===== config.mk =====
export PLATFORM = sky130hd
export DESIGN_NAME = shift_readback_packer
export DESIGN_NICKNAME = d
export VERILOG_FILES = /design/src/rtl/shift_readback_packer.sv
export SDC_FILE = /design/constraint.sdc
export NUM_CORES = 1
export LEC_CHECK = 0
export CAP_MARGIN = 30
export CORE_MARGIN = 5
export CORE_UTILIZATION = 55
export CTS_BUF_LIST = sky130_fd_sc_hd__clkbuf_8
export CTS_CLUSTER_SIZE = 25
export DETAILED_ROUTE_END_ITERATION = 8
export GPL_TIMING_DRIVEN = 0
export PLACE_DENSITY = 0.81
export SLEW_MARGIN = 0
export SYNTH_ARGS = -nofsm -noshare
export SYNTH_HDL_FRONTEND = slang
export SYNTH_SLANG_ARGS = --single-unit

===== constraint.sdc =====
create_clock -name SCLK -period 5.8 [get_ports SCLK]
set_clock_uncertainty 0.1 [all_clocks]
set_input_delay 0.87 -clock SCLK [delete_from_list [all_inputs] [get_ports SCLK]]
set_output_delay 0.87 -clock SCLK [all_outputs]
set_load 0.01 [all_outputs]

===== src/rtl/shift_readback_packer.sv =====
`timescale 1ns/1ps
// Shift-chain readback: pulses SHIFT_ENABLE per bit, packs SHIFT_TAIL LSB-first into bytes,
// and hands each byte to the UART over valid/ready. Optional macro: READBACK_RECIRC_EN.
module shift_readback_packer #(
  parameter int   COUNT_W   = 16,
  parameter logic HEAD_FILL = 1'b0
) (
  input  logic               SCLK,
  input  logic               RESET,
  input  logic               START,
  input  logic [COUNT_W-1:0] BIT_COUNT,
  input  logic               SHIFT_TAIL,
  output logic               SHIFT_ENABLE,
  output logic               SHIFT_HEAD,
  input  logic               UART_READY,
  output logic               TX_VALID,
  output logic [7:0]         TX_DATA,
  output logic               BUSY,
  output logic               DONE
);

  typedef enum logic [1:0] {
    IDLE   = 2'd0,
    SHIFT  = 2'd1,
    SEND   = 2'd2,
    FINISH = 2'd3
  } state_t;

  state_t             state_reg;
  logic [COUNT_W-1:0] remaining_reg;
  logic [2:0]         idx_reg;
  logic [7:0]         byte_reg;
  logic [7:0]         byte_next;
  logic               shift_enable_reg;
  logic               tx_valid_reg;
  logic [7:0]         tx_data_reg;
  logic               busy_reg;
  logic               done_reg;

  // Byte with the current tail bit dropped into position idx; other bits keep their value.
  generate
    for (genvar gi = 0; gi < 8; gi++) begin : g_capture
      assign byte_next[gi] = (idx_reg == 3'(gi)) ? SHIFT_TAIL : byte_reg[gi];
    end
  endgenerate

  always_ff @(posedge SCLK) begin
    if (RESET) begin
      state_reg        <= IDLE;
      remaining_reg    <= '0;
      idx_reg          <= '0;
      byte_reg         <= '0;
      shift_enable_reg <= 1'b0;
      tx_valid_reg     <= 1'b0;
      tx_data_reg      <= 8'h00;
      busy_reg         <= 1'b0;
      done_reg         <= 1'b0;
    end else begin
      done_reg <= 1'b0;
      case (state_reg)
        IDLE: begin
          if (START) begin
            remaining_reg <= BIT_COUNT;
            idx_reg       <= '0;
            byte_reg      <= '0;
            busy_reg      <= 1'b1;
            if (BIT_COUNT == '0) begin
              state_reg <= FINISH;
            end else begin
              state_reg        <= SHIFT;
              shift_enable_reg <= 1'b1;
            end
          end
        end
        SHIFT: begin
          byte_reg      <= byte_next;
          idx_reg       <= idx_reg + 3'd1;
          remaining_reg <= remaining_reg - COUNT_W'(1);
          if (idx_reg == 3'd7 || remaining_reg == COUNT_W'(1)) begin
            // byte_reg was cleared on entry, so bits not yet filled are already zero
            state_reg        <= SEND;
            shift_enable_reg <= 1'b0;
            tx_valid_reg     <= 1'b1;
            tx_data_reg      <= byte_next;
          end
        end
        SEND: begin
          if (UART_READY) begin
            tx_valid_reg <= 1'b0;
            if (remaining_reg != '0) begin
              state_reg        <= SHIFT;
              shift_enable_reg <= 1'b1;
              idx_reg          <= '0;
              byte_reg         <= '0;
            end else begin
              state_reg <= FINISH;
            end
          end
        end
        FINISH: begin
          done_reg  <= 1'b1;
          busy_reg  <= 1'b0;
          state_reg <= IDLE;
        end
        default: state_reg <= IDLE;
      endcase
    end
  end

  assign SHIFT_ENABLE = shift_enable_reg;
  assign TX_VALID     = tx_valid_reg;
  assign TX_DATA      = tx_data_reg;
  assign BUSY         = busy_reg;
  assign DONE         = done_reg;

`ifdef READBACK_RECIRC_EN
  // Feed the tail back into the head so a full-length read leaves the chain intact.
  assign SHIFT_HEAD = shift_enable_reg ? SHIFT_TAIL : HEAD_FILL;
`else
  assign SHIFT_HEAD = HEAD_FILL;
`endif

endmodule

==> results.ini <==
[critical_path]
r2r_end=TX_DATA[6]
cpPeakStageDelay_ps=550
cp-start-kind=primary input
regToRegSetupSlack_ps=3410
crit_chain=clkdlybuf4s50_1, nand2b_1, nor2_1, clkbuf_1, a32oi_1, a21oi_1
reg2regPathDepth=7
worstPathArrival_ps=2750
worst-setup-path-type=primary input to register
critPathCapture=remaining_reg[13]
cp_max_fo=10
cp_slowest_cell=clkdlybuf4s50_1
crit_start=START
endpoint_kind=register
cp_data_required_time_ps=5910
regToRegStartpoint=remaining_reg[0]

[sta]
finalSetupViolations=0
rsz0062_at_grt=false
finalCriticalPeriod_ps=2640
worstMarginPinSlew_ps=628
max_freq_ghz=0.379
final.period_utilization=0.455
setup_slack_ps=3160
hold_viol=0
finalMaxSlewViolations=0
maxSlewHeadroom=0.580
fin_tns_setup_ps=0

[pwr]
leakagePower_nw=0.927
ir_drop_mv=0.164
p_per_area_mw_per_mm2=271
pwr-share-clk=0.264
p_comb_frac=0.275
internal_power_uw=485
pwr-share-seq=0.461
power.switching_uw=237
p_sw_frac=0.328

[clocking]
cts.sinks=41
cts-resized-gates=0
clk_pin_slew_ps=80
post_cts_buffers=0
clock_latency_ps=300
htree_levels=2
cts.root.buffer_cell=clkbuf_8
cts_tree=built
numCtsBuffers=5
clockBufferDepth=2
cts_hold_buf=0

[final_layout]
nFillCells=349
synthToLayoutAreaGrowth_pct=20.9
fin_area_mm2=0.00266
drive_gt1_frac=0.0641
n_antenna_cell=0
largest_reg_flops=16
num-nets-final=341
final_cells=362

[synthesis]
avgSynthCellArea_um2=8.03
yosysWarnings=0
yosys-top-cells-count=41 x dfxtp_1, 34 x nor2_1, 27 x nand2_1, 15 x clkbuf_1
synth-async-reset-ratio=0
synth_nets=303
synth_cell_type_count=46
yosysTopAreaCellShare=0.373
synth_top_area_cell=dfxtp_1
synth_area_mm2=0.00220
ys_seq_area_frac=0.373
yosys-top-cells-area=dfxtp_1 37%, nor2_1 5.8%, nand2_1 4.6%
yosysMostFrequentCell=dfxtp_1
synth-edff-count=0
yosys_most_used_dff=dfxtp_1
synth_seq_cells=41
synth_cells=274

[place]
dp.cells=355
place.port_buffers=31
routabilityCongestion=0.894
place_ws_ps=2900
post_dp_cell_area_mm2=0.00257
post-dp-hpwl_mm=4.06

[route]
vias=2190
viasPerCell=6.05
drt-wirelength-per-cell_um=15.4
route.detailed.drc=0
routed_wl_mm=5.56
drtIter0Drc=284
ant_nets=0
firstDrtPassIters=5

[grt]
grt-ovfl-total=0
grt_max_degree=12
grt_pass1_wl_mm=9.03
antenna_found_initial=0
grt_pass1_vias=1886
grt_usage=0.214

[status]
status=finished clean

[min_path]
hold_path_depth=2
min_path_type=register to register

[die]
die_h_um=73.3
core_mm2=0.00394
row_count=23
dieArea_mm2=0.00537
die_w_um=73.3
io_pins=34
initial_utilization=0.558

[flow_run]
cap_viol_max_count=0

## through the flow
step,utilization,hold WS (ps),power [mW]
2_1_floorplan,-,376,0.470
3_3_place_gp,0.653,364,0.528
3_5_place_dp,0.653,369,0.532
4_1_cts,0.675,380,0.717
5_1_grt,0.675,404,0.756
6_report,0.675,386,0.721
## cells in the final DEF (no fill, tap or decap), types with 2 or more instances in the layout
cell / n
o21ai_0: 14
a211oi_1: 13
clkbuf_1: 15
or3_1: 2
a32oi_1: 2
buf_2: 2
a2bb2oi_1: 2
clkdlybuf4s50_1: 31
nand2_1: 27
dfxtp_1: 41
nor4_1: 8
o311ai_0: 2
or4_1: 2
nor3_1: 7
nor3b_1: 2
a31oi_1: 9
nor2b_1: 6
a21oi_1: 14
mux2i_1: 9
nand3_1: 5
or3_2: 3
o31ai_1: 2
o211ai_1: 4
nor2_1: 34
nand2b_1: 4
clkbuf_8: 7
a22oi_1: 8
inv_1: 11
ha_1: 8
## logic make-up (layout without fill, tap and decap cells)
group | Yosys count | count (layout) | synth area share
muxes | 9 | 9 | 0.0409
and+or+nand+nor | 110 | 110 | 0.252
xor gates and xnor gates | 1 | 1 | 0.00398
other | 1 | 1 | 0.00170
buffers and inverters | 29 | 67 | 0.0569
adders and majority gates | 8 | 8 | 0.0455
DFF | 41 | 41 | 0.373
AOI/OAI and AO/OA | 75 | 75 | 0.226
## power groups by stage
| stage | Combinational (mW) | Sequential, mW | Clock (mW) |
|---|---|---|---|
| 2_1_floorplan | 0.138 | 0.333 | 0 |
| 3_3_place_gp | 0.191 | 0.337 | 0 |
| 3_5_place_dp | 0.194 | 0.338 | 0 |
| 4_1_cts | 0.196 | 0.331 | 0.190 |
| 5_1_grt | 0.221 | 0.336 | 0.199 |
| 6_report | 0.199 | 0.332 | 0.190 |
## worst min-delay path by stage
stage                           from                to  slack [ps]
global placement        SHIFT_ENABLE      SHIFT_ENABLE         360
CTS                     SHIFT_ENABLE      SHIFT_ENABLE         380
floorplan           remaining_reg[5]  remaining_reg[5]         380
finish                  SHIFT_ENABLE      SHIFT_ENABLE         390
detailed placement      SHIFT_ENABLE      SHIFT_ENABLE         370
global route            SHIFT_ENABLE      SHIFT_ENABLE         400
## final cells by class
cell class | count | area [um2] | area share
plain buffers | 19 | 87.6 | 0.0329
clock buffers | 6 | 82.6 | 0.0310
clock inverters | 1 | 3.75 | 0.00141
inverters | 10 | 37.5 | 0.0141
multi-input cells | 204 | 1250 | 0.472
flip-flops and latches | 41 | 821 | 0.309
well taps | 50 | 62.6 | 0.0235
repair buffers | 31 | 310 | 0.117
## critical path, delay by kind of cell
| kind | cells | cell delay (ps) |
|---|---|---|
| simple gates | 2 | 590 |
| buf+inv | 2 | 990 |
| compound gates | 2 | 300 |
## metal layers
| layer | global-route usage | part of all wire | vias up |
|---|---|---|---|
| met2 | 0.311 | 0.44 | 91 |
| met3 | 0.0588 | 0.074 | 9 |
| met1 | 0.315 | 0.47 | 1026 |
| met4 | 0.0492 | 0.014 | 0 |
| li1 | - | - | 1064 |
| met5 | 0 | 0 | - |
Power figures use the tool's default switching activity.
